**src/rtl/ifetch_buf.sv**
```systemverilog
// ---------------------------------------------------------------------------
// ifetch_buf -- instruction fetch front end with a small in-order queue.
//
// A word-aligned fetch PC addresses a synchronous instruction ROM. At most
// one ROM request is in flight. Each returned word is pushed into a
// DEPTH-entry queue together with its byte address. The consumer pops the
// head with a valid/ready handshake. A redirect pulse flushes everything and
// restarts fetch at a new address.
//
// Ports
//   clock        rising-edge clock, shared with the ROM
//   rst_n        asynchronous active-low reset
//   fetch_en     allow new ROM requests
//   redirect     one-cycle flush/restart pulse
//   redirect_pc  restart byte address (bits [1:0] dropped)
//   rom_addr     ROM word address = pc[13:2]
//   rom_q        ROM data, one cycle after rom_addr
//   inst_valid   queue head valid
//   inst_ready   consumer takes the head this cycle
//   inst_data    head instruction (0 when not valid)
//   inst_pc      head byte address (0 when not valid)
// ---------------------------------------------------------------------------

// One queue slot: a plain enabled register.
module ifetch_buf_entry (
    input  logic        clock,
    input  logic        rst_n,
    input  logic        we,
    input  logic [63:0] d,
    output logic [63:0] q
);
    always_ff @(posedge clock or negedge rst_n) begin
        if (!rst_n)
            q <= '0;
        else if (we)
            q <= d;
    end
endmodule

module ifetch_buf #(
    parameter int          DEPTH    = 4,
    parameter logic [31:0] RESET_PC = 32'h0000_0000
) (
    input  logic        clock,
    input  logic        rst_n,
    input  logic        fetch_en,
    input  logic        redirect,
    input  logic [31:0] redirect_pc,
    output logic [11:0] rom_addr,
    input  logic [31:0] rom_q,
    output logic        inst_valid,
    input  logic        inst_ready,
    output logic [31:0] inst_data,
    output logic [31:0] inst_pc
);
    localparam int          PW      = $clog2(DEPTH);
    localparam int          CW      = PW + 1;
    localparam logic [CW:0] DEPTH_V = (CW+1)'(DEPTH);
    localparam logic [31:0] PC_RST  = {RESET_PC[31:2], 2'b00};

    typedef struct packed {
        logic [31:0] data;
        logic [31:0] pc;
    } qent_t;

    logic [31:0]   pc;
    logic [31:0]   pend_pc;
    logic          pend;
    logic [CW-1:0] count;
    logic [PW-1:0] wr_ptr;
    logic [PW-1:0] rd_ptr;

    logic [CW:0]   occ;
    logic          issue;
    logic          push;
    logic          pop;
    qent_t         wr_ent;
    qent_t         head;
    logic [DEPTH-1:0][63:0] ent_q;

    assign rom_addr = pc[13:2];

    // Credit counts the in-flight word as occupied so a returning word
    // always finds a free slot; same-cycle pops are deliberately ignored.
    assign occ   = {1'b0, count} + {{CW{1'b0}}, pend};
    assign issue = fetch_en && !redirect && (occ < DEPTH_V);
    assign push  = pend && !redirect;
    assign pop   = inst_valid && inst_ready && !redirect;

    assign wr_ent = '{data: rom_q, pc: pend_pc};

    genvar gi;
    generate
        for (gi = 0; gi < DEPTH; gi++) begin : g_ent
            ifetch_buf_entry u_ent (
                .clock (clock),
                .rst_n (rst_n),
                .we    (push && (wr_ptr == PW'(gi))),
                .d     (wr_ent),
                .q     (ent_q[gi])
            );
        end
    endgenerate

    assign head       = ent_q[rd_ptr];
    assign inst_valid = (count != '0);
    assign inst_data  = inst_valid ? head.data : 32'h0;
    assign inst_pc    = inst_valid ? head.pc   : 32'h0;

    always_ff @(posedge clock or negedge rst_n) begin
        if (!rst_n) begin
            pc      <= PC_RST;
            pend_pc <= '0;
            pend    <= 1'b0;
            count   <= '0;
            wr_ptr  <= '0;
            rd_ptr  <= '0;
        end else if (redirect) begin
            // Flush wins over everything; the word returning now is dropped.
            pc      <= redirect_pc & ~32'd3;
            pend    <= 1'b0;
            count   <= '0;
            wr_ptr  <= '0;
            rd_ptr  <= '0;
        end else begin
            pend <= issue;
            if (issue) begin
                pend_pc <= pc;
                pc      <= pc + 32'd4;
            end
            if (push)
                wr_ptr <= wr_ptr + 1'b1;
            if (pop)
                rd_ptr <= rd_ptr + 1'b1;
            case ({push, pop})
                2'b10:   count <= count + 1'b1;
                2'b01:   count <= count - 1'b1;
                default: count <= count;
            endcase
        end
    end
endmodule
```
**config.mk**
```make
export PLATFORM = sky130hd
export DESIGN_NAME = ifetch_buf
export DESIGN_NICKNAME = d
export VERILOG_FILES = /design/src/rtl/ifetch_buf.sv
export SDC_FILE = /design/constraint.sdc
export NUM_CORES = 1
export LEC_CHECK = 0
export CAP_MARGIN = 20
export CORE_MARGIN = 3
export CORE_UTILIZATION = 45
export CTS_CLUSTER_DIAMETER = 100
export DETAILED_ROUTE_END_ITERATION = 8
export PLACE_DENSITY = 0.66
export SLEW_MARGIN = 20
export SYNTH_ARGS = -nofsm -noshare
export SYNTH_HDL_FRONTEND = slang
export SYNTH_SLANG_ARGS = --single-unit
```
**constraint.sdc**
```tcl
create_clock -name clock -period 2.2 [get_ports clock]
set_clock_uncertainty 0.15 [all_clocks]
set_input_delay 0.22 -clock clock [delete_from_list [all_inputs] [get_ports clock]]
set_output_delay 0.22 -clock clock [all_outputs]
set_load 0.1 [all_outputs]
```
=== Word level (Yosys, flattened, before mapping) ===
Cells that the tools add are included.

* Register bits after elaboration: 328
* Input port bits: 69

* Add/subtract/negate cells: 6
* $lt $le $gt $ge: 2
* Equal/unequal tests: 5
* Muxes and demuxes: 13
* Bitwise logic cells: 1
* Reduce and logical (&&, ||, !) cells: 17

{| class="wikitable"
|+ Operator list
! kind !! count
|-
| 64-bit binary-select mux with 2-bit select || 1
|-
| 32-bit 2-to-1 mux || 4
|-
| 64-bit 2-to-1 mux || 1
|-
| 32-bit by 3-bit adder with 32-bit output (second input constant) || 1
|-
| 1-bit logical AND || 9
|-
| 2-bit 2-to-1 mux || 4
|-
| 2-bit equality test (second input constant) || 3
|-
| 3-bit case mux with 2 select lines || 1
|-
| 2-bit nonzero test || 3
|-
| 3-bit nonzero test || 2
|-
| 2-bit by 1-bit adder with 2-bit output (second input constant) || 2
|-
| 3-bit by 1-bit adder with 4-bit output || 1
|-
| 2-bit by 1-bit equality test with 1-bit output (second input constant) || 2
|-
| 4-bit by 3-bit < comparator with 1-bit output (second input constant) || 1
|-
| 3-bit by 1-bit adder with 3-bit output (second input constant) || 1
|-
| 2-bit by 3-bit < comparator with 1-bit output (second input constant) || 1
|-
| 3-bit 2-to-1 mux || 1
|-
| 3-bit by 1-bit subtractor with 3-bit output (second input constant) || 1
|-
| 2-bit zero test || 1
|-
| 2-bit AND reduction || 1
|-
| 1-bit zero test || 1
|-
| 1-bit 2-to-1 mux || 1
|-
| 1-bit inverter || 1
|}

=== Depth between registers and ports, before layout ===
Gate-level depths: netlist of the first run.

* Word-level depth: 6
* Depth in mapped cells: 9

=== Hierarchy ===
Synthesis of the first run repeated with hierarchy kept, for this count alone.

* Cell total of the unflattened synthesis: 1099
* Area, all modules: 16323.2 um^2

{| class="wikitable"
|+ By module, submodules not included
! module !! times used !! cells an instance !! area each (um^2) !! sequential area each (um^2)
|-
| ifetch_buf_entry || 4 || 135 || 2678.8 || 1601.5
|-
| ifetch_buf || 1 || 559 || 5607.9 || 1701.6
|}

=== Worst setup path before layout of the first run ===
Ideal clock, no wire load.

* Path type: register to output
* From: register count[0]
* To: output port inst_pc[22]
* Data arrival time: 2.629 ns
* Setup slack: -0.799 ns
* Stages on the path, launching flop included: 5
* Path buffers: 2
* Path through: dfrtp_1 -> or3_1 -> clkbuf_1 -> clkbuf_1 -> and2_1

* Longest elaborated chain between the ends: 2

{| class="wikitable"
|+ Ends and longest elaborated chain
! element !! line !! RTL
|-
| from (decl) || 69 || <nowiki>logic [CW-1:0] count;</nowiki>
|-
| from (signal assigned) || 136 || <nowiki>2'b10: count <= count + 1'b1;</nowiki>
|-
| from (signal assigned) || 137 || <nowiki>2'b01: count <= count - 1'b1;</nowiki>
|-
| from (signal assigned) || 138 || <nowiki>default: count <= count;</nowiki>
|-
| 3-bit nonzero test || 106 || <nowiki>assign inst_valid = (count != '0);</nowiki>
|-
| net inst_valid || 51 || <nowiki>output logic inst_valid,</nowiki>
|-
| 32-bit 2-to-1 mux || 108 || <nowiki>assign inst_pc = inst_valid ? head.pc : 32'h0;</nowiki>
|-
| to (decl) || 54 || <nowiki>output logic [31:0] inst_pc</nowiki>
|}

The timed path passes the listed nets, and every way through them passes these cells.

=== Worst setup path after layout of the first run ===
* From: register rd_ptr[0]
* To: output port inst_pc[24]

* Longest elaborated chain between the ends: 3

{| class="wikitable"
|+ Ends and longest elaborated chain
! element !! line !! RTL
|-
| from (decl) || 71 || <nowiki>logic [PW-1:0] rd_ptr;</nowiki>
|-
| from (signal assigned) || 134 || <nowiki>rd_ptr <= rd_ptr + 1'b1;</nowiki>
|-
| 64-bit binary-select mux with 2-bit select || 105 || <nowiki>assign head = ent_q[rd_ptr];</nowiki>
|-
| 64-bit 2-to-1 mux (implied by the code) || 105 ||
|-
| 32-bit 2-to-1 mux || 108 ||
|}

No other way between the ends. The select of a mux whose other input is x is not followed.

==> results of run 1 <==
==> critical path: cells and delay by family (launching register included) <==
| family | cells | cell delay [ps] |
|---|---|---|
| DFF | 1 | 470 |
| buffers and inverters | 3 | 480 |
| muxes | 1 | 530 |
| and+or+nand+nor | 1 | 170 |
==> flip-flops by register name, summed over array words and instances, names as in the netlist <==
register       flops
pc                30
g_ent.u_ent.q    248
pend               1
pend_pc           30
count              3
wr_ptr             2
rd_ptr             2
==> per-layer routing <==
metal  track usage, %  up-vias  part of all wire [%]
met4             4.62        0                   2.0
met5                0        -                     0
met3             2.95       47                   4.2
met1             28.0     4725                    45
li1                 -     4111                     -
met2             31.8      215                    48
==> layout by cell type (no fill, tap or decap), drive strengths merged, types with 8 or more instances in the layout <==
cell type	Yosys	routed
dfrtp	316	316
buf	54	139
nand3	23	23
nand2	131	131
and2	66	66
clkbuf	26	57
nand4	12	12
clkdlybuf4s50	0	65
mux2	248	248
o311ai	8	8
mux4	62	62
nor2	16	16
o21ai	12	12
==> worst max-delay path by stage <==
stage	start	end	cells after the start
finish	rd_ptr[0]	inst_pc[24]	5
global route	rd_ptr[0]	inst_data[11]	5
CTS	rd_ptr[0]	inst_data[16]	4
detailed placement	redirect	g_ent[0].u_ent.q[14]	5
global placement	redirect	g_ent[1].u_ent.q[53]	5
floorplan	count[0]	inst_pc[22]	4
==> repair_timing <==
action                                  4_1_cts  5_1_grt
endpoints found under the hold margin       316        0
buffers inserted                              2        2
endpoints found under the setup margin       63       65
gates cloned                                  0        6
pin swaps                                     7        0
resized for setup                            47       32
hold buffers                                  1        0
==> power by group through the flow <==
stage          Combinational (mW)  Clock (mW)  Sequential, mW
5_1_grt                      15.5        6.62            8.67
4_1_cts                      14.5        6.35            8.45
6_report                     14.8        6.21            8.46
2_1_floorplan                9.42           0            8.17
3_3_place_gp                 13.8           0            8.45
3_5_place_dp                 14.0           0            8.54
==> cells in the mapped netlist (2+ instances only) <==
cell type | n | area, um2
or3_1 | 4 | 25.0
a221o_1 | 5 | 50.1
nand2_1 | 130 | 488
a21o_1 | 6 | 45.0
mux2i_1 | 7 | 70.1
a21oi_1 | 4 | 20.0
ha_1 | 5 | 62.6
nand3_1 | 21 | 105
and2_1 | 66 | 413
nor2b_1 | 2 | 12.5
nand4_1 | 12 | 75.1
inv_1 | 7 | 26.3
mux4_2 | 62 | 1400
and3_1 | 3 | 18.8
nor3_1 | 5 | 25.0
o21ai_0 | 12 | 60.1
o221ai_1 | 3 | 26.3
clkbuf_1 | 26 | 97.6
xnor2_1 | 3 | 26.3
dfrtp_1 | 316 | 7910
a22oi_1 | 2 | 15.0
nor2_1 | 16 | 60.1
mux2_2 | 248 | 2790
o311ai_0 | 8 | 70.1
buf_4 | 14 | 105
o211ai_1 | 7 | 52.6
buf_2 | 39 | 195
xor2_1 | 6 | 52.6
==> kinds of logic (layout without fill, tap and decap cells) <==
| family | after synthesis | after routing | synth area share [%] |
|---|---|---|---|
| DFF | 316 | 316 | 54.7 |
| and+or+nand+nor | 269 | 269 | 9.15 |
| adders and majority gates | 6 | 6 | 0.571 |
| muxes | 317 | 317 | 29.5 |
| other | 1 | 2 | 0.0259 |
| buffers and inverters | 87 | 278 | 2.96 |
| xor gates and xnor gates | 9 | 9 | 0.545 |
| AOI/OAI and AO/OA | 51 | 51 | 2.55 |
==> layout make-up <==
type                       instances  area (um2)  share of cell area [%]
clock buffer                      53        1110                    5.86
clock inverter                     9         145                   0.769
inverter                           7        26.3                   0.139
multi-input combinational        654        6300                    33.4
sequential                       316        7910                    41.9
tap                              396         495                    2.63
timing repair buffer             209        2890                    15.3
==> impl_metrics.yaml, run 1 <==
global_routing:
  grt_antenna_before_repair: 0
  grt.total_usage_pct: 19.6
  grt_pass1_vias: 9694
  grt_pass1_wl_um: 53100
  grt_max_degree: 65
  overflow: 0
synth:
  syn_area_mm2: 0.0145
  synthArstFlopShare_pct: 100
  synth_cell_type_count: 45
  synthFlopType: "dfrtp_1"
  synth_seq_cells: 316
  seq_area_frac_synth_pct: 54.7
  synth_edf_count: 0
  synth_warnings: 0
  syn_avg_cell_area_um2: 13.7
  syn_inst: 1056
floorplan:
  num_rows: 64
  dieArea_mm2: 0.0343
  initial_core_util_pct: 46.4
  io_pins: 146
  die_y_um: 185
  die_x_um: 185
  coreArea_mm2: 0.0311
worst_setup_path:
  worstSetupStartpointType: "register"
  worstSetupPathType: "register to output port"
  r2r-start: "pc[2]"
  worstPathArrival_ps: 2160
  worstPathCellList: "buf_12 -> clkbuf_16 -> mux4_2 -> and2_4 -> buf_12"
  critPathSlowestCell: "mux4_2"
  worstPathRequired_ps: 1830
  reg2reg_depth: 6
  max_stage_delay_ps: 530
  crit_fanout: 6
  rrSetupSlack_ps: 130
  r2r_end: "pc[26]"
  critPathCaptureType: "output port"
  cpMostUsedCell: "buf_12"
detailed_routing:
  routed_wl_um: 33700
  drc: 0
  routed_via_density: 5.53
  routedWlPerCell_um: 20.5
  ant_nets: 0
  dr_total_vias: 9098
  drt_pass1_iterations: 5
  drt_iter0_drc: 524
pwr:
  peakVddDrop_mv: 1.25
  p_leak_nw: 8.76
  p_int_mw: 17.9
  combPwrFrac_pct: 50.3
  switching_power_mw: 11.7
  p_per_area_mw_per_mm2: 1560
  power_switching_share_pct: 39.5
  seqPwrFrac_pct: 28.7
  power_mw: 29.5
  pwr-share-clk_pct: 21.1
layout:
  syn_to_final_growth_pct: 30.6
  layout.cell_area.non_filler_mm2: 0.0189
  final_util_pct: 60.6
  nets: 1298
  nFillCells: 2413
  drive_gt1_share_pct: 47.1
  layout.cells.non_filler: 1644
  antennaDiodeCount: 0
status:
  status: "finished with violations"
  violations: "setup timing"
clock_tree:
  cts_htree_levels: 2
  tritoncts.num_buffers: 35
  cts_tree: "built"
  root_buffer: "clkbuf_16"
  clock-sinks: 316
  clk_pin_slew_ps: 60
  clock_path_buffers: 3
  clk_latency_ps: 510
placement:
  dp_slack_ps: -182
  postPlaceCellArea_mm2: 0.0173
  io_buffers: 141
  place_inst: 1573
  dp_hpwl_um: 21300
  place.gp.congestion: 0.817
sta:
  max_freq_mhz: 395
  tightest_slew_ps: 626
  rsz0062_at_grt: "true"
  holdWs_ps: 71.4
  period_share_pct: 115
  setup_slack_ps: -329
  drv_slew: 0
  hold_violations: 0
  setup_viol: 62
  tns_ps: -16960
  fin_crit_ps: 2530
  max_slew_margin_pct: 58.2
job:
  maxCapViolCount: 0
hold_path:
  hold_path_class: "input port to asynchronous set/reset pin"
Note: power is estimated with default switching activity, not from simulation.
==> run 2: changes to the inputs <==
--- a/config.mk
+++ b/config.mk
@@ -5,7 +5,7 @@
 export SDC_FILE = /design/constraint.sdc
 export NUM_CORES = 1
 export LEC_CHECK = 0
-export CAP_MARGIN = 20
+export CAP_MARGIN = 0
 export CORE_MARGIN = 3
 export CORE_UTILIZATION = 45
 export CTS_CLUSTER_DIAMETER = 100
==> constraint.sdc (replaced) <==
create_clock -name clock -period 2.65 [get_ports clock]
set_clock_uncertainty 0.15 [all_clocks]
set_input_delay 0.265 -clock clock [delete_from_list [all_inputs] [get_ports clock]]
set_output_delay 0.265 -clock clock [all_outputs]
set_load 0.1 [all_outputs]
==> impl_metrics.yaml, run 2 (synthesized netlist as in run 1, its figures left out) <==
detailed_routing:
  drt_pass1_iterations: 4
  routedWlPerCell_um: 19.9
  routed_wl_um: 32000
  dr_total_vias: 8969
  drt_iter0_drc: 418
  ant_nets: 0
  routed_via_density: 5.58
  drc: 0
layout:
  largest_reg_flops: 248
  layout_commonest_cell: "dfrtp_1"
  drive_gt1_share_pct: 40.7
  largest-register: "g_ent.u_ent.q"
  final_cell_mix: "314 x dfrtp_1, 248 x mux2_2, 126 x nand2_1"
  syn_to_final_growth_pct: 26.3
  nets: 1261
  reg_top3: "g_ent.u_ent.q (248), pc (30), pend_pc (30)"
  antennaDiodeCount: 0
  final_util_pct: 58.6
global_routing:
  grt_pass1_wl_um: 52000
  grt_antenna_before_repair: 0
  grt.busiest_layer: "met2"
  grt_pass1_vias: 9519
  grt_use_met1_pct: 27.4
  grt_max_degree: 72
  grtUsageMet3_pct: 3.26
  grt.total_usage_pct: 19.2
  use_met2_pct: 30.8
  overflow: 0
sta:
  max_freq_mhz: 385
  tns_ps: 0
  rsz0062_at_grt: "true"
  tightest_slew_ps: 1100
  drv_slew: 0
  setup_viol: 0
  period_share_pct: 98.1
  fin_crit_ps: 2600
  setup_slack_ps: 49.3
  hold_violations: 0
  max_slew_margin_pct: 26.1
clock_tree:
  clock-sinks: 316
  clock_path_buffers: 3
  root_buffer: "clkbuf_16"
  cts_tree: "built"
  clk_latency_ps: 500
  cts_htree_levels: 2
  tritoncts.num_buffers: 35
  clk_pin_slew_ps: 60
status:
  status: "finished, final reports clean"
worst_setup_path:
  crit_fanout: 19
  critPathCaptureType: "output port"
  worstPathArrival_ps: 2190
  worstSetupStartpointType: "register"
  worstPathRequired_ps: 2240
  worstSetupPathType: "register to output port"
pwr:
  p_per_area_mw_per_mm2: 1270
  power_mw: 23.2
  peakVddDrop_mv: 0.962
  p_leak_nw: 8.38
floorplan:
  num_rows: 64
  die_y_um: 185
  coreArea_mm2: 0.0311
  io_pins: 146
  die_x_um: 185
  dieArea_mm2: 0.0343
  initial_core_util_pct: 46.4
hold_path:
  hold_path_class: "input port to asynchronous set/reset pin"
placement:
  place.gp.congestion: 0.798
  dp_hpwl_um: 19800
  io_buffers: 141
  dp_slack_ps: 62.9
job:
  maxCapViolCount: 0
-- run 2: cell types whose count changed in the layout (fill, tap and decap cells not counted), moves of 2 or more --
| cell | delta |
|---|---|
| and2_1 | +51 |
| and2_4 | -47 |
| buf_4 | -31 |
| clkbuf_1 | +5 |
| and2_2 | -4 |
| clkbuf_16 | -4 |
| bufinv_16 | -3 |
| buf_16 | -2 |
| clkinv_2 | -2 |
| nand2_2 | +2 |
| nand2_4 | -2 |
-- run 2: path summary, 6_finish.rpt --
kind / startpoint / to / slack, ps / cells past startpoint
max: rd_ptr[0] / inst_data[9] / 50 / 4
min: rst_n / g_ent[1].u_ent.q[34] / 180 / 2
max reg2reg: pend / pc[13] / 320 / 6
min reg2reg: g_ent[2].u_ent.q[59] / g_ent[2].u_ent.q[59] / 350 / 1
max in group asynchronous: rst_n / pc[24] / 1350 / 3
min in group clock: redirect_pc[26] / pc[26] / 180 / 3
-- run 2: repair_timing --
| action | CTS | global route |
|---|---|---|
| pin swaps | 0 | 0 |
| gates resized for setup | 0 | 14 |
| setup endpoints to repair | 54 | 23 |
| setup buffers | 2 | 0 |
| hold endpoints to repair | 64 | 0 |
| hold buffers | 1 | 0 |
-- run 2: critical path, cell delays in order, from the launching register on --
cell and delay [ps]:
dfrtp_4 520, buf_12 230, mux4_2 510, and2_1 220
buf_12 180
-- run 2: where the power goes --
group / switching (mW) / internal (mW)
clock: 1.85 / 2.95
combinational: 6.64 / 4.73
sequential: 0.881 / 6.17
-- run 2: layer usage --
metal	share of wire, %	vias to the layer above
met5	0	-
met1	45	4688
met2	48	201
met3	4.9	45
met4	1.6	0
li1	-	4035
-- run 2: per-stage QoR --
| step | instances | instance area, um2 | hold WS (ps) |
|---|---|---|---|
| 3_3_place_gp | 1542 | 17000 | 133 |
| 6_report | 1606 | 18200 | 175 |
| 3_5_place_dp | 1542 | 17000 | 141 |
| 5_1_grt | 1606 | 18200 | 193 |
| 2_1_floorplan | 1057 | 14500 | -181 |
| 4_1_cts | 1606 | 18200 | 145 |
-- run 2: final cells by class --
type                            count  area [um2]
Clock buffer                       57        1110
Clock inverter                      4        45.0
Fill cell                        2456       12900
Inverter                            7        26.3
Multi-Input combinational cell    654        6160
Sequential cell                   316        7910
Tap cell                          396         495
Timing Repair Buffer              172        2500
==> run 3: changes to the inputs <==
--- a/config.mk
+++ b/config.mk
@@ -5,11 +5,13 @@
 export SDC_FILE = /design/constraint.sdc
 export NUM_CORES = 1
 export LEC_CHECK = 0
-export CAP_MARGIN = 0
+export CAP_MARGIN = 30
+export CORE_ASPECT_RATIO = 1.5
 export CORE_MARGIN = 3
 export CORE_UTILIZATION = 45
 export CTS_CLUSTER_DIAMETER = 100
 export DETAILED_ROUTE_END_ITERATION = 8
+export GPL_ROUTABILITY_DRIVEN = 0
 export PLACE_DENSITY = 0.66
 export SLEW_MARGIN = 20
 export SYNTH_ARGS = -nofsm -noshare
==> impl_metrics.yaml, run 3 (synthesized netlist as in run 1, its figures left out) <==
layout:
  largest_reg_flops: 248
  final_util_pct: 58.5
  layout_commonest_cell: "dfrtp_1"
  reg_top3: "g_ent.u_ent.q (248), pc (30), pend_pc (30)"
  largest-register: "g_ent.u_ent.q"
  final_cell_mix: "314 x dfrtp_1, 248 x mux2_2, 126 x nand2_1"
  syn_to_final_growth_pct: 26.8
  drive_gt1_share_pct: 43.4
  antennaDiodeCount: 0
  nets: 1268
clock_tree:
  clock-sinks: 316
  clk_latency_ps: 560
  root_buffer: "clkbuf_16"
  clk_pin_slew_ps: 60
  clock_path_buffers: 3
  cts_htree_levels: 1
  tritoncts.num_buffers: 31
  cts_tree: "built"
global_routing:
  grt.total_usage_pct: 18.4
  overflow: 0
  grt_antenna_before_repair: 0
  grt_pass1_vias: 9696
  grt_max_degree: 73
  grt_pass1_wl_um: 51600
detailed_routing:
  drt_iter0_drc: 318
  ant_nets: 0
  routed_via_density: 5.48
  dr_total_vias: 8866
  drc: 0
  drt_pass1_iterations: 4
  routed_wl_um: 31800
  routedWlPerCell_um: 19.6
sta:
  hold_violations: 0
  max_slew_margin_pct: 33.3
  setup_viol: 0
  max_freq_mhz: 379
  drv_slew: 0
  period_share_pct: 99.5
  fin_crit_ps: 2640
  tns_ps: 0
  tightest_slew_ps: 997
  rsz0062_at_grt: "true"
floorplan:
  die_y_um: 225
  dieArea_mm2: 0.0343
  num_rows: 79
  initial_core_util_pct: 46.1
  coreArea_mm2: 0.0313
  die_x_um: 152
  io_pins: 146
worst_setup_path:
  crit_fanout: 7
  worstSetupPathType: "register to output port"
  worstPathRequired_ps: 2240
  reg2reg_depth: 7
  r2r-start: "count[0]"
  rrSetupSlack_ps: 350
  critPathCaptureType: "output port"
  r2r_end: "count[2]"
  worstSetupStartpointType: "register"
  worstPathArrival_ps: 2220
pwr:
  power_mw: 23.1
  peakVddDrop_mv: 0.709
  p_per_area_mw_per_mm2: 1260
  p_leak_nw: 8.45
placement:
  dp_hpwl_um: 19800
  io_buffers: 141
status:
  status: "finished, final reports clean"
job:
  maxCapViolCount: 0
hold_path:
  hold_path_class: "input port to asynchronous set/reset pin"
[run 3: worst max-delay path, stage by stage (launching register included)]
cell and delay [ps]:
dfrtp_4 450, buf_12 140, buf_8 150, mux4_2 500, and2_2 250, buf_12 170
[run 3: final cells by class]
type                            instances  area, um2
Clock buffer                           44        905
Clock inverter                          9        108
Timing Repair Buffer                  183       2620
Inverter                                7       26.3
Sequential cell                       316       7910
Multi-Input combinational cell        654       6240
Fill cell                            2431      13000
Tap cell                              405        507
[run 3: layer usage]
metal	global-route usage, %	vias up	wire length, um
met1	23.7	4603	13500
met4	4.76	0	623
li1	-	4038	-
met5	0	-	0
met3	2.52	51	1200
met2	33.2	174	16500
[run 3: how the worst max path moves through the flow]
stage                          from       endpoint  slack, ps  cells past startpoint
after CTS                 rd_ptr[0]    inst_pc[19]        -30                      4
final                     rd_ptr[0]    inst_pc[19]         10                      5
after detailed placement   redirect          pc[9]        120                      7
after global routing      rd_ptr[0]  inst_data[28]        -60                      5
after global placement     redirect          pc[9]        200                      7
after floorplan            count[0]    inst_pc[22]         80                      4
[run 3: through the flow]
stage | std cells | cell area, um2 | hold WS [ps] | worst slack [ps]
detailed placement | 1555 | 17000 | 126 | 123
floorplan | 1057 | 14500 | -181 | 84.1
global route | 1618 | 18300 | 128 | -64.4
CTS | 1611 | 18100 | 96.9 | -29.3
finish | 1618 | 18300 | 118 | 12.2
global placement | 1555 | 17000 | 124 | 199
[run 3: power breakdown]
group | total [mW] | leakage, nW | switching (mW) | internal [mW]
combinational | 11.7 | 3.84 | 6.70 | 5.03
sequential | 7.03 | 4.12 | 0.865 | 6.16
clock | 4.36 | 0.494 | 1.81 | 2.55
total | 23.1 | 8.45 | 9.38 | 13.7
[run 3: what timing repair did]
item | CTS | global route
endpoints found under the hold margin | 109 | 0
setup buffers | 2 | 3
resized for setup | 25 | 23
setup endpoints to repair | 62 | 53
hold buffers | 1 | 0
cloned | 0 | 4
